==> src/rtl/pyr_flow_div_26s_17s_9s_seq.sv <==
// rtl/pyr_flow_div_26s_17s_9s_seq.sv - sequential signed 26s/17s divider with saturated 9s quotient
module pyr_flow_div_26s_17s_9s_seq #(
  parameter int DIVIDEND_W = 26,
  parameter int DIVISOR_W  = 17,
  parameter int QUOT_W     = 9
) (
  input  logic                  ap_clk,
  input  logic                  ap_rst_n,
  input  logic                  ce,
  input  logic                  in_valid,
  output logic                  in_ready,
  input  logic [DIVIDEND_W-1:0] dividend,
  input  logic [DIVISOR_W-1:0]  divisor,
  output logic                  out_valid,
  input  logic                  out_ready,
  output logic [QUOT_W-1:0]     quot,
  output logic [DIVISOR_W-1:0]  rem,
  output logic                  ovf,
  output logic                  dbz
);

  localparam int CNT_W = $clog2(DIVIDEND_W);
  localparam logic [DIVIDEND_W-1:0] QPOS_LIM = DIVIDEND_W'((1 << (QUOT_W - 1)) - 1);
  localparam logic [DIVIDEND_W-1:0] QNEG_LIM = DIVIDEND_W'(1 << (QUOT_W - 1));
  localparam logic [QUOT_W-1:0]     Q_MAX    = {1'b0, {(QUOT_W-1){1'b1}}};
  localparam logic [QUOT_W-1:0]     Q_MIN    = {1'b1, {(QUOT_W-1){1'b0}}};

  typedef enum logic [1:0] {S_IDLE, S_CALC, S_DONE} state_t;

  state_t                  state_q, state_d;
  logic [DIVIDEND_W-1:0]   dvq_q, dvq_d;
  logic [DIVISOR_W-1:0]    dvs_q, dvs_d;
  logic [DIVISOR_W-1:0]    part_q, part_d;
  logic [CNT_W-1:0]        cnt_q, cnt_d;
  logic                    quot_neg_q, quot_neg_d;
  logic                    rem_neg_q, rem_neg_d;
  logic                    dbz_flag_q, dbz_flag_d;
  logic                    in_ready_q, in_ready_d;
  logic                    out_valid_q, out_valid_d;
  logic [QUOT_W-1:0]       quot_q, quot_d;
  logic [DIVISOR_W-1:0]    rem_q, rem_d;
  logic                    ovf_q, ovf_d;
  logic                    dbz_q, dbz_d;

  logic [DIVISOR_W:0]      part_sh;
  logic                    part_ge;
  logic [DIVISOR_W-1:0]    part_nx;
  logic [DIVIDEND_W-1:0]   dvq_nx;

  // dvq holds the dividend magnitude; quotient bits enter at the LSB as dividend bits leave the MSB
  always_comb begin
    part_sh = {part_q, dvq_q[DIVIDEND_W-1]};
    part_ge = part_sh >= {1'b0, dvs_q};
    part_nx = part_ge ? DIVISOR_W'(part_sh - {1'b0, dvs_q}) : part_sh[DIVISOR_W-1:0];
    dvq_nx  = {dvq_q[DIVIDEND_W-2:0], part_ge};
  end

  always_comb begin
    state_d     = state_q;
    dvq_d       = dvq_q;
    dvs_d       = dvs_q;
    part_d      = part_q;
    cnt_d       = cnt_q;
    quot_neg_d  = quot_neg_q;
    rem_neg_d   = rem_neg_q;
    dbz_flag_d  = dbz_flag_q;
    out_valid_d = out_valid_q;
    quot_d      = quot_q;
    rem_d       = rem_q;
    ovf_d       = ovf_q;
    dbz_d       = dbz_q;

    case (state_q)
      S_IDLE: begin
        if (in_valid && in_ready_q) begin
          dvq_d      = dividend[DIVIDEND_W-1] ? -dividend : dividend;
          dvs_d      = divisor[DIVISOR_W-1] ? -divisor : divisor;
          quot_neg_d = dividend[DIVIDEND_W-1] ^ divisor[DIVISOR_W-1];
          rem_neg_d  = dividend[DIVIDEND_W-1];
          dbz_flag_d = (divisor == '0);
          part_d     = '0;
          cnt_d      = CNT_W'(DIVIDEND_W - 1);
          state_d    = S_CALC;
        end
      end
      S_CALC: begin
        dvq_d  = dvq_nx;
        part_d = part_nx;
        cnt_d  = cnt_q - 1'b1;
        if (cnt_q == '0) begin
          state_d     = S_DONE;
          out_valid_d = 1'b1;
          if (dbz_flag_q) begin
            quot_d = rem_neg_q ? Q_MIN : Q_MAX;
            rem_d  = '0;
            ovf_d  = 1'b0;
            dbz_d  = 1'b1;
          end else begin
            dbz_d = 1'b0;
            rem_d = rem_neg_q ? -part_nx : part_nx;
            if (!quot_neg_q && (dvq_nx > QPOS_LIM)) begin
              quot_d = Q_MAX;
              ovf_d  = 1'b1;
            end else if (quot_neg_q && (dvq_nx > QNEG_LIM)) begin
              quot_d = Q_MIN;
              ovf_d  = 1'b1;
            end else begin
              quot_d = quot_neg_q ? -dvq_nx[QUOT_W-1:0] : dvq_nx[QUOT_W-1:0];
              ovf_d  = 1'b0;
            end
          end
        end
      end
      S_DONE: begin
        if (out_ready) begin
          state_d     = S_IDLE;
          out_valid_d = 1'b0;
        end
      end
      default: state_d = S_IDLE;
    endcase

    in_ready_d = (state_d == S_IDLE);
  end

  always_ff @(posedge ap_clk or negedge ap_rst_n) begin
    if (!ap_rst_n) begin
      state_q     <= S_IDLE;
      dvq_q       <= '0;
      dvs_q       <= '0;
      part_q      <= '0;
      cnt_q       <= '0;
      quot_neg_q  <= 1'b0;
      rem_neg_q   <= 1'b0;
      dbz_flag_q  <= 1'b0;
      in_ready_q  <= 1'b0;
      out_valid_q <= 1'b0;
      quot_q      <= '0;
      rem_q       <= '0;
      ovf_q       <= 1'b0;
      dbz_q       <= 1'b0;
    end else if (ce) begin
      state_q     <= state_d;
      dvq_q       <= dvq_d;
      dvs_q       <= dvs_d;
      part_q      <= part_d;
      cnt_q       <= cnt_d;
      quot_neg_q  <= quot_neg_d;
      rem_neg_q   <= rem_neg_d;
      dbz_flag_q  <= dbz_flag_d;
      in_ready_q  <= in_ready_d;
      out_valid_q <= out_valid_d;
      quot_q      <= quot_d;
      rem_q       <= rem_d;
      ovf_q       <= ovf_d;
      dbz_q       <= dbz_d;
    end
  end

  assign in_ready  = in_ready_q;
  assign out_valid = out_valid_q;
  assign quot      = quot_q;
  assign rem       = rem_q;
  assign ovf       = ovf_q;
  assign dbz       = dbz_q;

endmodule

==> config.mk <==
export PLATFORM = sky130hd
export DESIGN_NAME = pyr_flow_div_26s_17s_9s_seq
export DESIGN_NICKNAME = d
export VERILOG_FILES = /design/src/rtl/pyr_flow_div_26s_17s_9s_seq.sv
export SDC_FILE = /design/constraint.sdc
export NUM_CORES = 1
export LEC_CHECK = 0
export BUFFER_PORTS_ARGS = -buffer_cell sky130_fd_sc_hd__buf_2
export CAP_MARGIN = 20
export CORE_ASPECT_RATIO = 1.5
export CORE_UTILIZATION = 50
export DETAILED_ROUTE_END_ITERATION = 10
export HOLD_SLACK_MARGIN = 0.1
export PLACE_DENSITY_LB_ADDON = 0.12
export SETUP_SLACK_MARGIN = 0.4
export SLEW_MARGIN = 10
export SYNTH_ARGS = -nofsm -noshare
export SYNTH_HDL_FRONTEND = slang
export SYNTH_SLANG_ARGS = --single-unit
==> constraint.sdc <==
create_clock -name ap_clk -period 12.27 [get_ports ap_clk]
set_input_delay 0.6135 -clock ap_clk [delete_from_list [all_inputs] [get_ports ap_clk]]
set_output_delay 0.6135 -clock ap_clk [all_outputs]
set_load 0.03 [all_outputs]
==> summary.md <==
| Metric | Value |
|---|---|
| TNS Setup | 0 ns |
| Vias in the first global route | approximately 6300 |
| Die ar. | approximately 14000 um2 |
| Yosys warnings | 0 |
| Final WS setup | ~7.2 ns |
| Pleak | 3.40 nW |
| Total iterations of the first detailed-routing run | 5 |
| Unique masters post-synth | 73 |
| Mux cell area share after synthesis | roughly 2.4% |
| Slew HR | a little over two fifths |
| Clock Pin Slew Worst Setup and Hold Paths | approximately 0.070 ns |
| Compound-Gate Fraction of Synth Area | 23.9% |
| Via density | between 5 and 6 |
| Final WL | ~18 mm |
| GPL Wtd Cong | 0.891 |
| Final Hold Fails | 0 |
| Worst Path Required | around 12 ns |
| # hold bufs at CTS | 0 |
| Gr ovfl total | 0 |
| Routed Antenna Nets | 0 |
| Largest net degree at the start of global routing | 59 |
| Synthesized cell area | 6850 um2 |
| Main flop type after synthesis | dfrtp_1 |
| Vias | 6195 |
| Worst clock skew | between 0.007 and 0.008 ns |
| DRC errors left | 0 |
| WL/cell | around 17 um |
| Status | finished clean |
| Max Fclk | between 150 and 200 MHz |
| Clock sink count | 100 |
| CTS tree | yes |
| Post-Syn Instances | a little over 800 |
| Initial DRC Count | about 310 |
| RSZ-0062 raised after global routing | false |
| CTS root buf | clkbuf_16 |
| CP Launch Type | flip-flop |
| Post-synth EDFFs | 0 |
| Critical path arrival | about 5.3 ns |
| Inserted Clock Buffers | 9 |
| H-tree depth | 3 |
| Clock tree buffer depth | 2 |
| Chip height | 145 um |
| Crit. End Element | flip-flop |
| Area growth from synthesis to layout | 11.5% |
| Tot GR Track Use | roughly a quarter |
| PwrDens | 283 nW/um2 |
| Tcrit/Tclk final | 41.7% |
| Adder-Cell Fraction of Synth Area | 4.49% |
| Setup-failing EPs final | 0 |
| XOR/XNOR share of the synthesized area | under 10% |
| Place WS | a little over 7 ns |
| # resized after CTS | 0 |
| Fillers | approximately 1300 |
| Worst-skew pair later-pin latency | 0.35 ns |
| Area of the core | roughly 13000 um2 |
| Antenna violations before repair | 0 |
| DIE WIDTH | around 100 um |
| Peak VDD IR | between 0.0001 and 0.00015 V |
| Max Cap Viol | 0 |
| Worst-margin pin slew | about 0.84 ns |
| Initial Util | between 50% and 60% |
| IO buf count | 77 |
| Share of post-route cells with drive strength above 1 | between 10% and 20% |
| FP Rows | between 50 and 60 |
| CP Max Fanout | 31 |
| Crit Path Class | reg2reg |
| Fin. max-slew vios | 0 |
| First-pass GRT wire length | between 30 and 40 mm |
| DPL Wire Length | ~14 mm |
| Syn Nets | between 800 and 900 |
| Post-synth ARST share | between 90% and 100% |
| Syn_area_per_cell | approximately 8.3 um2 |
| N_diodes | 0 |
| Fin crit period | 5.11 ns |
| Main combinational cell family by area after synthesis | compound AO/OA/AOI/OAI gates |
| Nets@finish | approximately 950 |
| Register area share after synthesis | 36.5% |
| HP Class | in2async |
| Synthesized flop and latch total | 100 |
| I/O pin cnt | 78 |
| Postcts setup bufs | 0 |
| Simple-gate share of the synthesized area | just under 20% |
-- placed cells by master, fill, tap and decap left out, types with 3 or more instances in the layout --
master	n
nand2b_1	11
nor3_1	14
ha_1	23
a211oi_1	6
o22ai_1	3
a22o_1	11
buf_2	76
inv_1	37
or3_1	17
xnor2_1	23
buf_4	6
o211ai_1	7
o21ai_0	112
or2_2	5
dfrtp_1	100
nand3_1	12
a21oi_1	48
nor2b_1	4
a31oi_1	3
mux2_2	3
nor4_1	9
xor2_1	43
o21a_1	5
o311ai_0	3
a21o_1	5
nand3b_1	3
nand4_1	7
o41ai_1	4
o31ai_1	15
nand2_1	124
a32o_1	6
mux2i_1	13
nor2_1	49
or4_1	7
clkbuf_16	9
-- worst paths after layout --
path                                  startpoint               endpoint  slack, ns  cells past startpoint
setup / recovery           dvq_q[25]$_DFFE_PN0P_    rem[16]$_DFFE_PN0P_       7.16                     18
hold / removal                          ap_rst_n  dvs_q[12]$_DFFE_PN0P_       0.26                      1
setup reg to reg           dvq_q[25]$_DFFE_PN0P_    rem[16]$_DFFE_PN0P_       7.16                     18
hold reg to reg                  ovf$_DFFE_PN0P_        ovf$_DFFE_PN0P_       0.48                      2
max in group asynchronous               ap_rst_n  part_q[2]$_DFFE_PN0P_      10.83                      2
min in group ap_clk              ovf$_DFFE_PN0P_        ovf$_DFFE_PN0P_       0.48                      2
-- worst max-delay path, stage by stage (launching register included) --
cell,delay (ns)
dfrtp_1,0.42
inv_1,0.09
ha_1,0.16
inv_1,0.05
fa_1,0.44
a211oi_2,0.32
o21ai_0,0.22
a21oi_1,0.27
a21oi_2,0.08
buf_4,0.26
inv_1,0.39
mux2i_1,0.34
ha_1,0.26
nand2b_1,0.08
or4_1,0.57
or3_1,0.44
a211oi_2,0.22
mux2i_1,0.20
o311ai_0,0.13
-- sequential cells by signal (all words and copies together) (netlist names), 2 cells and up --
name     cells
dvq_q       26
dvs_q       17
part_q      17
rem         17
quot         9
cnt_q        5
state_q      2
-- final cells by class --
type / count / area (um2) / area share, %
clock buffer: 10 / 239 / 3.13
clock inverter: 6 / 80.1 / 1.05
inverter: 37 / 139 / 1.82
multi-input combinational: 645 / 4040 / 52.9
sequential: 100 / 2500 / 32.8
tap: 162 / 203 / 2.65
timing repair buffer: 83 / 430 / 5.64
-- Yosys cell counts, drive strengths merged, types with 2 or more instances --
cell     count  area share [%]
nand3       12            0.88
or4b         2            0.35
xnor2       23             2.9
o31ai       16             1.8
or3         20             2.0
o311ai       3            0.38
mux2i       13             1.9
nand2      124             6.8
nor2b        4            0.37
ha          23             4.2
o22ai        3            0.27
nand4b       2            0.26
a32o         6            0.88
a21oi       50             3.8
o2111ai      2            0.26
a22o        11             1.4
mux2         3            0.49
a2111oi      2            0.26
o21a         5            0.55
nor4         9            0.82
and2         2            0.18
a2111o       2            0.33
or4          8            0.93
o21ai      115             8.4
dfrtp      100              37
o221ai       2            0.26
o211ai       7            0.77
nand2b      11             1.0
a211oi       8             1.0
o41ai        6            0.99
and3         2            0.18
xor2        43             5.5
or2          5            0.46
nor3        14             1.0
a21o         5            0.55
nand4        7            0.64
nor2        50             2.7
a31oi        3            0.27
clkbuf      36             2.0
nand3b       3            0.33
buf          7            0.55
inv         37             2.0
-- stage by stage --
stage	instances	power [mW]	instance area, um2	utilization [%]	hold slack, ns
3_3_place_gp	1026	1.83	7310	54.6	0.454
5_1_grt	1043	2.34	7640	57.0	0.301
2_1_floorplan	825	1.50	6850	-	0.318
3_5_place_dp	1026	1.85	7310	54.6	0.465
6_report	1043	2.16	7640	57.0	0.261
4_1_cts	1042	2.16	7630	56.9	0.280
-- routing by layer --
layer / track usage, % / part of all wire (%) / up-vias
met5: 0 / 0 / -
met4: 11.4 / 3.2 / 0
met3: 3.41 / 2.3 / 41
met2: 49.4 / 55 / 127
met1: 30.1 / 40 / 2981
li1: - / - / 3046
-- power breakdown --
part,internal [mW],switching (mW)
clock network,0.167,0.137
registers,0.464,0.122
logic,0.463,0.805
-- kinds of logic (layout without fill, tap and decap cells) --
family	Yosys count	after routing
flip-flops	100	100
buffers and inverters	80	136
XOR/XNOR	66	66
AND/OR/NAND/NOR	280	280
multiplexers	16	16
adder cells (fa/ha/maj)	24	24
AO/OA/AOI/OAI	259	259
Note: power is estimated with default switching activity, not from simulation.
